<file path="src/rtl/motoro3_step_sequencer.sv">
// Six-step motor commutation sequencer: walks sgStep 0..11 with a per-step down-counter,
// emits step-edge strobes, counts revolutions and supports graceful-stop and fault abort.
module motoro3_step_sequencer #(
    parameter logic [24:0] STEP_MIN = 25'd8,
    parameter int unsigned ROUND_W  = 16
) (
    input  logic               clk,
    input  logic               rst,
    input  logic               start,
    input  logic               stop,
    input  logic               fault,
    input  logic [24:0]        m3r_stepLen,
    output logic [3:0]         sgStep,
    output logic [24:0]        m3cnt,
    output logic               m3cntFirst2,
    output logic               m3cntFirst1,
    output logic               m3cntLast2,
    output logic               m3cntLast1,
    output logic               pwmActive1,
    output logic               pwmLastStep1,
    output logic [ROUND_W-1:0] roundCnt,
    output logic               busy
);

    typedef enum logic [1:0] {
        ST_IDLE  = 2'd0,
        ST_LOAD  = 2'd1,
        ST_RUN   = 2'd2,
        ST_DRAIN = 2'd3
    } state_e;

    localparam logic [3:0] LAST_STEP = 4'd11;

    state_e               state_q, state_d;
    logic [24:0]          len_q, len_d;
    logic [24:0]          cnt_q, cnt_d;
    logic [3:0]           sg_q, sg_d;
    logic                 stop_req_q, stop_req_d;
    logic [ROUND_W-1:0]   round_q, round_d;
    logic [24:0]          len_clamped;
    logic                 active;

    assign len_clamped = (m3r_stepLen < STEP_MIN) ? STEP_MIN : m3r_stepLen;

    // NOTE: state registers use non-blocking assignments so every flop samples pre-edge values.
    always_ff @(posedge clk) begin
        if (rst) begin
            state_q    <= ST_IDLE;
            len_q      <= STEP_MIN;
            cnt_q      <= '0;
            sg_q       <= '0;
            stop_req_q <= 1'b0;
            round_q    <= '0;
        end else begin
            state_q    <= state_d;
            len_q      <= len_d;
            cnt_q      <= cnt_d;
            sg_q       <= sg_d;
            stop_req_q <= stop_req_d;
            round_q    <= round_d;
        end
    end

    // NOTE: every combinational output gets a default first so no path infers a latch.
    always_comb begin
        state_d    = state_q;
        len_d      = len_q;
        cnt_d      = cnt_q;
        sg_d       = sg_q;
        stop_req_d = stop_req_q;
        round_d    = round_q;
        if (fault) begin
            state_d    = ST_IDLE;
            cnt_d      = '0;
            sg_d       = '0;
            stop_req_d = 1'b0;
        end else begin
            case (state_q)
                ST_IDLE: begin
                    if (start) begin
                        state_d = ST_LOAD;
                        round_d = '0;
                    end
                end
                ST_LOAD: begin
                    len_d   = len_clamped;
                    cnt_d   = len_clamped - 25'd1;
                    sg_d    = '0;
                    state_d = ST_RUN;
                end
                ST_RUN, ST_DRAIN: begin
                    if (state_q == ST_RUN && stop) begin
                        stop_req_d = 1'b1;
                    end
                    if (cnt_q != '0) begin
                        cnt_d = cnt_q - 25'd1;
                    end else begin
                        // Step boundary: the only point where a new step length is taken.
                        len_d = len_clamped;
                        cnt_d = len_clamped - 25'd1;
                        sg_d  = (sg_q == LAST_STEP) ? 4'd0 : sg_q + 4'd1;
                        if (sg_q == LAST_STEP) begin
                            round_d = round_q + ROUND_W'(1);
                            if (state_q == ST_DRAIN) begin
                                state_d    = ST_IDLE;
                                cnt_d      = '0;
                                stop_req_d = 1'b0;
                            end else if (stop_req_q || stop) begin
                                state_d = ST_DRAIN;
                            end
                        end
                    end
                end
                default: state_d = ST_IDLE;
            endcase
        end
    end

    always_comb begin
        active       = (state_q == ST_RUN) || (state_q == ST_DRAIN);
        m3cntFirst2  = active && (cnt_q == len_q - 25'd1);
        m3cntFirst1  = active && (cnt_q == len_q - 25'd2);
        m3cntLast2   = active && (cnt_q == 25'd1);
        m3cntLast1   = active && (cnt_q == 25'd0);
        pwmActive1   = active;
        pwmLastStep1 = (state_q == ST_DRAIN) && (sg_q == LAST_STEP);
        busy         = (state_q != ST_IDLE);
    end

    assign sgStep   = sg_q;
    assign m3cnt    = cnt_q;
    assign roundCnt = round_q;

endmodule

</file>
<file path="config.mk">
export PLATFORM = sky130hd
export DESIGN_NAME = motoro3_step_sequencer
export DESIGN_NICKNAME = d
export VERILOG_FILES = /design/src/rtl/motoro3_step_sequencer.sv
export SDC_FILE = /design/constraint.sdc
export NUM_CORES = 1
export LEC_CHECK = 0
export ABC_AREA = 1
export CAP_MARGIN = 20
export CORE_UTILIZATION = 40
export DETAILED_ROUTE_END_ITERATION = 12
export PLACE_DENSITY_LB_ADDON = 0.08
export SLEW_MARGIN = 40
export SYNTH_ARGS = -nofsm -noshare
export SYNTH_HDL_FRONTEND = slang
export SYNTH_SLANG_ARGS = --single-unit
</file>
<file path="constraint.sdc">
create_clock -name clk -period 2.4 [get_ports clk]
set_input_delay 0.48 -clock clk [delete_from_list [all_inputs] [get_ports clk]]
set_output_delay 0.48 -clock clk [all_outputs]
set_load 0.05 [all_outputs]
</file>
==> tab_implementation.tex, run 1 <==
\begin{tabular}{lr}
\hline
Metric & Value \\
\hline
\multicolumn{2}{l}{\textbf{Outcome}} \\
\quad Outcome & finished with violations \\
\quad Violations in the final reports & setup timing \\
\multicolumn{2}{l}{\textbf{Drt}} \\
\quad Total number of vias & 7245 \\
\quad Avg WL per Cell & 16.6 um \\
\quad DR iter-0 viols & 556 \\
\quad Drt first pass iters & 5 \\
\quad Remaining DRCs & 0 \\
\quad Post-DR vias/cell & 5.18 \\
\quad Count of nets left with antenna violations after detail routing & 0 \\
\quad Total Routed Length & 23200 um \\
\multicolumn{2}{l}{\textbf{Floorplanning}} \\
\quad Site row count & 44 \\
\quad Die height & 125 um \\
\quad Placeable core region & 14600 um\^{}2 \\
\quad Total I/O pin count & 82 \\
\quad Die area & 15600 um\^{}2 \\
\quad Width of the chip & 125 um \\
\quad Effective utilization at floorplan & 41.2\% \\
\multicolumn{2}{l}{\textbf{Synthesis}} \\
\quad Unique cell type count in the Yosys netlist & 41 \\
\quad Share of synthesized area occupied by flip-flops and latches & 24.2\% \\
\quad Mapped Area & 6040 um\^{}2 \\
\quad Flop and latch count out of synthesis & 73 \\
\quad Yosys Warn Count & 0 \\
\quad Syn\_nets & 1035 \\
\quad Synth Area per Inst & 6.09 um\^{}2 \\
\quad Cells after synthesis & 992 \\
\quad Top flip-flop cell by instance count after synthesis & sky130\_fd\_sc\_hd\_\_dfxtp\_1 \\
\quad Share of async-settable or async-resettable flops after synthesis & 0\% \\
\quad Post-synth EDFFs & 0 \\
\multicolumn{2}{l}{\textbf{Setup path}} \\
\quad Reg2reg end & len\_q[8]\$\_SDFFE\_PP0P\_ \\
\quad Highest-delay cell along the critical path & sky130\_fd\_sc\_hd\_\_dfxtp\_4 \\
\quad Combined buffer and inverter count along the critical path & 4 \\
\quad Required time worst endpoint & 1.92 ns \\
\quad Highest net fanout along the worst path & 5 \\
\quad Cell count of the worst reg-to-reg path & 14 \\
\quad Category of the worst setup path launch point & flip-flop \\
\quad Data arrival time of the worst path & 2.29 ns \\
\quad Critical R2R Launch & m3cnt[1]\$\_SDFFE\_PP0N\_ \\
\quad Cells traversed along the worst timing path & inv\_4 > ha\_4 > nand2\_4 > buf\_4 > nor3\_4 > buf\_6 > nand2\_2 > xor2\_2 > xor2\_1 > nand3\_1 > nor2\_4 > buf\_8 \\
\quad Delay contributed by the slowest stage of the critical path & 0.37 ns \\
\quad Reg-to-reg slack, setup & 0.11 ns \\
\quad Kind of capture point of the worst setup path & primary output \\
\quad CP top delay family & simple AND/OR/NAND/NOR gates \\
\quad Worst Setup Path Type & reg -> out \\
\multicolumn{2}{l}{\textbf{Power}} \\
\quad Power per unit of standard cell area & 638 nW/um\^{}2 \\
\quad Worst-case vdd ir drop & 0.000397 V \\
\quad Static Leak & 4.24 nW \\
\multicolumn{2}{l}{\textbf{STA}} \\
\quad Final setup violation count & 2 \\
\quad Sum of negative setup slack & -0.747 ns \\
\quad Time the final worst path needs with I/O delays and setup & 2.77 ns \\
\quad Setup skew after layout & 0.00888 ns \\
\quad Achievable Freq & 0.361 GHz \\
\quad Smallest hold slack & 0.510 ns \\
\quad Final-report hold violation count & 0 \\
\quad Count of final max-slew check failures & 0 \\
\quad Actual transition at the worst max-transition pin & 0.573 ns \\
\quad PnR worst setup slack & -0.374 ns \\
\quad RSZ-0062 raised after global routing & yes \\
\quad Final period utilization & 116\% \\
\quad Max-slew headroom & 61.8\% \\
\multicolumn{2}{l}{\textbf{Clocking}} \\
\quad CTS root buffer & sky130\_fd\_sc\_hd\_\_clkbuf\_16 \\
\quad Clock-pin slew reported for the worst setup and hold paths after clock tree synthesis & 0.07 ns \\
\quad H-tree depth reported by CTS & 3 \\
\quad Maximum clock path buffer count & 2 \\
\quad Total CTS buffers & 9 \\
\quad Total number of clock tree sinks & 73 \\
\quad Later-pin clock latency in the skew report & 0.35 ns \\
\quad Clock tree from TritonCTS & yes \\
\quad Number of hold-repair buffers added at the cts stage & 0 \\
\multicolumn{2}{l}{\textbf{Finish}} \\
\quad Most frequent cells in the layout & sky130\_fd\_sc\_hd\_\_nand2\_1, sky130\_fd\_sc\_hd\_\_buf\_4, sky130\_fd\_sc\_hd\_\_nor2\_1 \\
\quad Storage cell area & 1490 um\^{}2 \\
\quad Footprint of the multi-input gates & 4440 um\^{}2 \\
\quad Fill count & 1428 \\
\quad Final net count & 1254 \\
\quad Area growth from synthesis to layout & 49.1\% \\
\quad Most common cell after layout, fill and taps aside & sky130\_fd\_sc\_hd\_\_nand2\_1 \\
\quad Number of inserted diodes & 0 \\
\quad Final instance area & 9000 um\^{}2 \\
\quad Util after Layout & 61.5\% \\
\quad Layout cells sized above 1 & 26.1\% \\
\multicolumn{2}{l}{\textbf{Global route}} \\
\quad Via count of the first global-routing pass & 6733 \\
\quad Number of antenna violations at the first check in global routing & 0 \\
\quad Largest net degree at the start of global routing & 42 \\
\quad Total global routing overflow & 0 \\
\quad First-pass GRT wire length & 36200 um \\
\quad GRT Overall Usage & 29.9\% \\
\multicolumn{2}{l}{\textbf{Placed design}} \\
\quad Count of port buffers added during placement & 81 \\
\quad Routability congestion estimate & 1.05 \\
\quad Final HPWL from detailed placement & 18200 um \\
\quad Placed Area & 8030 um\^{}2 \\
\multicolumn{2}{l}{\textbf{Hold path}} \\
\quad Worst-case hold path end point & roundCnt[15]\$\_SDFFE\_PP0P\_ \\
\quad Worst Hold Path Cells & 2 \\
\quad Worst min-delay path category & reg -> reg \\
\quad HP Start & roundCnt[15]\$\_SDFFE\_PP0P\_ \\
\multicolumn{2}{l}{\textbf{Flow run}} \\
\quad Total of max-cap violations & 0 \\
\hline
\end{tabular}
## metrics by stage
stage                     std cells  setup slack (ns)  power, W
after floorplan                 992           0.00755   0.00305
after global placement         1366            -0.304   0.00396
after detailed placement       1366            -0.321   0.00396
after CTS                      1382            -0.367   0.00545
after global routing           1400            -0.526   0.00610
final                          1400            -0.374   0.00575
## metal layers
| metal | GRT usage [%] | share of wire, % |
|---|---|---|
| met1 | 42.0 | 47 |
| met2 | 45.8 | 44 |
| met3 | 4.47 | 6.2 |
| met4 | 11.8 | 3.5 |
| met5 | 0 | 0 |
## layout make-up
type                    count  area share [%]
well taps                 184            2.56
clock inverters             7           0.861
repair buffers            231            23.0
clock buffers               9            2.50
flip-flops and latches     73            16.5
multi-input cells         773            49.3
inverters                 123            5.24
## cells in the mapped netlist, drive strengths merged, types with 10 or more instances
| cell | instances | area [um^2] |
|---|---|---|
| nand2 | 202 | 768 |
| nor2 | 169 | 679 |
| inv | 123 | 462 |
| o21ai | 92 | 460 |
| a21oi | 82 | 410 |
| dfxtp | 73 | 1460 |
| nand3 | 65 | 335 |
| xor2 | 50 | 438 |
| nor3 | 23 | 126 |
| xnor2 | 22 | 193 |
| ha | 13 | 163 |
| buf | 12 | 87.6 |
| clkbuf | 11 | 41.3 |
| nand4 | 10 | 62.6 |
## where the power goes
group / internal, W / switching [W] / total [W]
registers: 0.00131 / 0.000125 / 0.00144
logic: 0.00116 / 0.00174 / 0.00290
clock network: 0.000816 / 0.000594 / 0.00141
total: 0.00329 / 0.00246 / 0.00575
## sequential cells by signal, indices dropped and copies added, names as in the netlist
register,cells
m3cnt,25
sgStep,4
len_q,25
roundCnt,16
stop_req_q,1
state_q,2
## worst max path at each step
| stage | start | end | slack, ns | depth (start not counted) |
|---|---|---|---|---|
| finish | len_q[2]$_SDFFE_PP0P_ | m3cntFirst2 | -0.37 | 12 |
| global route | len_q[2]$_SDFFE_PP0P_ | m3cntFirst1 | -0.53 | 13 |
| CTS | len_q[2]$_SDFFE_PP0P_ | m3cntFirst1 | -0.37 | 13 |
| detailed placement | m3r_stepLen[23] | m3cnt[12]$_SDFFE_PP0N_ | -0.32 | 16 |
| global placement | m3r_stepLen[23] | m3cnt[12]$_SDFFE_PP0N_ | -0.30 | 16 |
| floorplan | len_q[1]$_SDFFE_PP0P_ | m3cntFirst2 | 0.008 | 10 |
## worst reg2reg max path, delay by kind of cell, from the launching register on
family | cells | cell delay (ns)
flip-flops | 1 | 0.37
AND/OR/NAND/NOR | 6 | 0.80
AO/OA/AOI/OAI | 1 | 0.12
adder cells (fa/ha/maj) | 1 | 0.15
buffers and inverters | 6 | 0.78
## kinds of logic (layout without fill, tap and decap cells)
family / after synthesis / after routing / share of synthesized area, %
DFF: 73 / 73 / 24.2
xor gates and xnor gates: 74 / 74 / 11.2
AOI/OAI and AO/OA: 194 / 194 / 16.9
adders and majority gates: 13 / 13 / 2.69
buffers and inverters: 146 / 370 / 9.78
and+or+nand+nor: 492 / 492 / 35.2
## what timing repair did
| action | CTS | global route |
|---|---|---|
| endpoints found under the setup margin | 4 | 43 |
| pin swaps | 16 | 56 |
| setup buffers | 1 | 18 |
| resized for setup | 45 | 126 |
(Power assumes the default switching activity.)
==> inputs of run 2 (changes only) <==
Settings changed: CORE_ASPECT_RATIO from default to 0.6.
==> run 2 against run 1 <==
  * The run still ends with setup timing left
  * Die area is 0.10% higher
  * Sequential power hardly changed
  * Total power is 0.78% higher
  * Clock skew is 0.0025 ns higher
  * Critical path depth is 2 higher
  * Register-to-register slack better by 0.07 ns
  * Worst setup slack better by 0.023 ns
  * Clock power hardly changed
  * Non-clock buffer count is 33 higher
  * Design area is 2.1% higher
  * Count of clock-buffer cells in the layout is 3 higher
  * Cell count is 3.4% higher
  * Critical path type unchanged
  * Largest power group unchanged
==> tab_implementation.tex, run 2 (same netlist as run 1, synthesis figures left out) <==
\begin{tabular}{lr}
\hline
Metric & Value \\
\hline
\multicolumn{2}{l}{\textbf{Outcome}} \\
\quad Outcome & finished with violations \\
\quad Violations in the final reports & setup timing \\
\multicolumn{2}{l}{\textbf{Floorplanning}} \\
\quad Site row count & 34 (-23\%) \\
\quad Width of the chip & 161 um (+29\%) \\
\quad Effective utilization at floorplan & 41.4\% (+0.15 points) \\
\quad Die area & 15600 um\^{}2 (+0.10\%) \\
\quad Total I/O pin count & 82 (unchanged) \\
\quad Die height & 97.2 um (-22\%) \\
\quad Placeable core region & 14600 um\^{}2 (-0.36\%) \\
\multicolumn{2}{l}{\textbf{Finish}} \\
\quad Area growth from synthesis to layout & 52.3\% \\
\quad Final net count & 1287 (+2.6\%) \\
\quad Most frequent cells in the layout & sky130\_fd\_sc\_hd\_\_nand2\_1, sky130\_fd\_sc\_hd\_\_buf\_4, sky130\_fd\_sc\_hd\_\_nor2\_1 \\
\quad Number of inserted diodes & 0 (unchanged) \\
\quad Final instance area & 9200 um\^{}2 (+2.1\%) \\
\quad Fill count & 1326 (-7.1\%) \\
\quad Layout cells sized above 1 & 26.8\% (+0.75 points) \\
\quad Most common cell after layout, fill and taps aside & sky130\_fd\_sc\_hd\_\_nand2\_1 \\
\multicolumn{2}{l}{\textbf{STA}} \\
\quad Actual transition at the worst max-transition pin & 0.585 ns (+0.0122 ns) \\
\quad Smallest hold slack & 0.505 ns (-0.00517 ns) \\
\quad Final period utilization & 115\% (-0.97 points) \\
\quad Sum of negative setup slack & -0.663 ns (+0.0834 ns) \\
\quad RSZ-0062 raised after global routing & yes \\
\quad Count of final max-slew check failures & 0 (unchanged) \\
\quad Max-slew headroom & 60.4\% (-1.4 points) \\
\quad PnR worst setup slack & -0.350 ns (+0.0234 ns) \\
\quad Final setup violation count & 2 (unchanged) \\
\quad Achievable Freq & 0.364 GHz (+0.85\%) \\
\quad Final-report hold violation count & 0 (unchanged) \\
\quad Time the final worst path needs with I/O delays and setup & 2.75 ns (-0.0234 ns) \\
\quad Setup skew after layout & 0.0114 ns (+0.00254 ns) \\
\multicolumn{2}{l}{\textbf{Clocking}} \\
\quad CTS root buffer & sky130\_fd\_sc\_hd\_\_clkbuf\_16 \\
\quad H-tree depth reported by CTS & 3 (unchanged) \\
\quad Maximum clock path buffer count & 2 (unchanged) \\
\quad Clock-pin slew reported for the worst setup and hold paths after clock tree synthesis & 0.06 ns (about the same) \\
\quad Clock tree from TritonCTS & yes \\
\quad Number of hold-repair buffers added at the cts stage & 0 (unchanged) \\
\quad Total number of clock tree sinks & 73 (unchanged) \\
\quad Total CTS buffers & 9 (unchanged) \\
\quad Later-pin clock latency in the skew report & 0.35 ns (about the same) \\
\multicolumn{2}{l}{\textbf{Placed design}} \\
\quad Routability congestion estimate & 0.940 (-10\%) \\
\quad Placed Area & 8210 um\^{}2 (+2.3\%) \\
\quad Final HPWL from detailed placement & 18900 um (+3.8\%) \\
\quad Count of port buffers added during placement & 81 (unchanged) \\
\quad Worst setup slack after placement & -0.432 ns (-0.111 ns) \\
\multicolumn{2}{l}{\textbf{Global route}} \\
\quad Number of antenna violations at the first check in global routing & 0 (unchanged) \\
\quad Via count of the first global-routing pass & 6755 (+0.33\%) \\
\quad GRT Overall Usage & 31.4\% (+1.5 points) \\
\quad Largest net degree at the start of global routing & 42 (unchanged) \\
\quad First-pass GRT wire length & 37500 um (+3.6\%) \\
\quad Total global routing overflow & 0 (unchanged) \\
\multicolumn{2}{l}{\textbf{Setup path}} \\
\quad Required time worst endpoint & 1.92 ns (about the same) \\
\quad Reg-to-reg slack, setup & 0.18 ns (+0.07 ns) \\
\quad Highest net fanout along the worst path & 4 (-1) \\
\quad Kind of capture point of the worst setup path & primary output \\
\quad Worst Setup Path Type & reg -> out \\
\quad Category of the worst setup path launch point & flip-flop \\
\quad Data arrival time of the worst path & 2.27 ns (-0.02 ns) \\
\multicolumn{2}{l}{\textbf{Drt}} \\
\quad Total number of vias & 7525 (+3.9\%) \\
\quad DR iter-0 viols & 846 (+52\%) \\
\quad Drt first pass iters & 5 (unchanged) \\
\quad Total Routed Length & 24300 um (+4.8\%) \\
\quad Post-DR vias/cell & 5.20 (+0.49\%) \\
\quad Count of nets left with antenna violations after detail routing & 0 (unchanged) \\
\quad Remaining DRCs & 0 (unchanged) \\
\quad Avg WL per Cell & 16.8 um (+1.4\%) \\
\multicolumn{2}{l}{\textbf{Power}} \\
\quad Clk network pwr share & 24.9\% (+0.4 points) \\
\quad Portion of total power attributed to sequential cells & 24.8\% (-0.2 points) \\
\quad Power per unit of standard cell area & 630 nW/um\^{}2 (-1.3\%) \\
\quad Internal & 0.00335 W (+1.9\%) \\
\quad Static Leak & 4.34 nW (+2.2\%) \\
\quad Worst-case vdd ir drop & 0.000304 V (-23\%) \\
\quad Net Sw Frac & 42.2\% (-0.64 points) \\
\quad Net Switching & 0.00245 W (-0.73\%) \\
\quad Combinational group share of total power & 50.3\% (-0.2 points) \\
\multicolumn{2}{l}{\textbf{Hold path}} \\
\quad Worst min-delay path category & reg -> reg \\
\multicolumn{2}{l}{\textbf{Flow run}} \\
\quad Total of max-cap violations & 0 (unchanged) \\
\hline
\end{tabular}
run 2: cell count changes in the layout (fill, tap and decap cells not counted), moves of 4 or more:
| cell | before | now |
|---|---|---|
| sky130_fd_sc_hd__o21ai_1 | 18 | 22 |
| sky130_fd_sc_hd__buf_4 | 141 | 177 |
| sky130_fd_sc_hd__nand3_2 | 11 | 4 |
| sky130_fd_sc_hd__o21ai_0 | 73 | 69 |
| sky130_fd_sc_hd__nand3_1 | 54 | 59 |
run 2: cell type report:
class / instances / area [um^2] / area share, %
clock buffers: 12 / 267 / 2.90
clock inverters: 4 / 50.0 / 0.544
inverters: 123 / 469 / 5.10
multi-input cells: 773 / 4390 / 47.8
flip-flops and latches: 73 / 1480 / 16.1
well taps: 198 / 248 / 2.69
repair buffers: 264 / 2290 / 24.9
run 2: routing by layer:
metal,vias up,GRT usage (%),wire (um)
li1,3747,-,-
met1,3422,49.9,12200
met2,331,40.9,9130
met3,25,8.37,2640
met4,0,5.57,316
met5,-,0,0
run 2: power by group through the flow:
stage	clock (W)	combinational, W	sequential, W
floorplan	0	0.00148	0.00158
global placement	0	0.00262	0.00145
detailed placement	0	0.00262	0.00145
CTS	0.00145	0.00274	0.00143
global route	0.00152	0.00318	0.00145
finish	0.00144	0.00291	0.00144
run 2: what timing repair did:
action | in CTS | in global routing
resized for setup | 59 | 91
setup buffers | 21 | 11
endpoints found under the setup margin | 19 | 48
pin swaps | 24 | 47
run 2: stage by stage:
stage | power [W] | util, % | instances
6_report | 0.00579 | 63.0 | 1447
5_1_grt | 0.00614 | 63.0 | 1447
4_1_cts | 0.00562 | 60.7 | 1436
3_5_place_dp | 0.00407 | 56.3 | 1399
3_3_place_gp | 0.00407 | 56.3 | 1399
2_1_floorplan | 0.00305 | - | 992
run 2: worst max-delay path: stages (launching register included):
cell and delay (ns):
sky130_fd_sc_hd__dfxtp_4 0.37, sky130_fd_sc_hd__inv_4 0.08, sky130_fd_sc_hd__ha_4 0.15, sky130_fd_sc_hd__nand2_4 0.06, sky130_fd_sc_hd__buf_6 0.12, sky130_fd_sc_hd__buf_4 0.12, sky130_fd_sc_hd__xnor2_1 0.11, sky130_fd_sc_hd__nor2_1 0.10
sky130_fd_sc_hd__nand2_1 0.07, sky130_fd_sc_hd__nor2_1 0.10, sky130_fd_sc_hd__nand3_1 0.11, sky130_fd_sc_hd__nor2_2 0.16, sky130_fd_sc_hd__nand3_2 0.10, sky130_fd_sc_hd__nor2_4 0.11, sky130_fd_sc_hd__buf_6 0.16
run 2: path summary, 6_finish.rpt:
check / depth (start not counted) / to / startpoint
max: 14 / m3cntFirst1 / len_q[2]$_SDFFE_PP0P_
min: 2 / roundCnt[15]$_SDFFE_PP0P_ / roundCnt[15]$_SDFFE_PP0P_
max reg2reg: 14 / roundCnt[2]$_SDFFE_PP0P_ / m3cnt[1]$_SDFFE_PP0N_
min reg2reg: 2 / roundCnt[15]$_SDFFE_PP0P_ / roundCnt[15]$_SDFFE_PP0P_
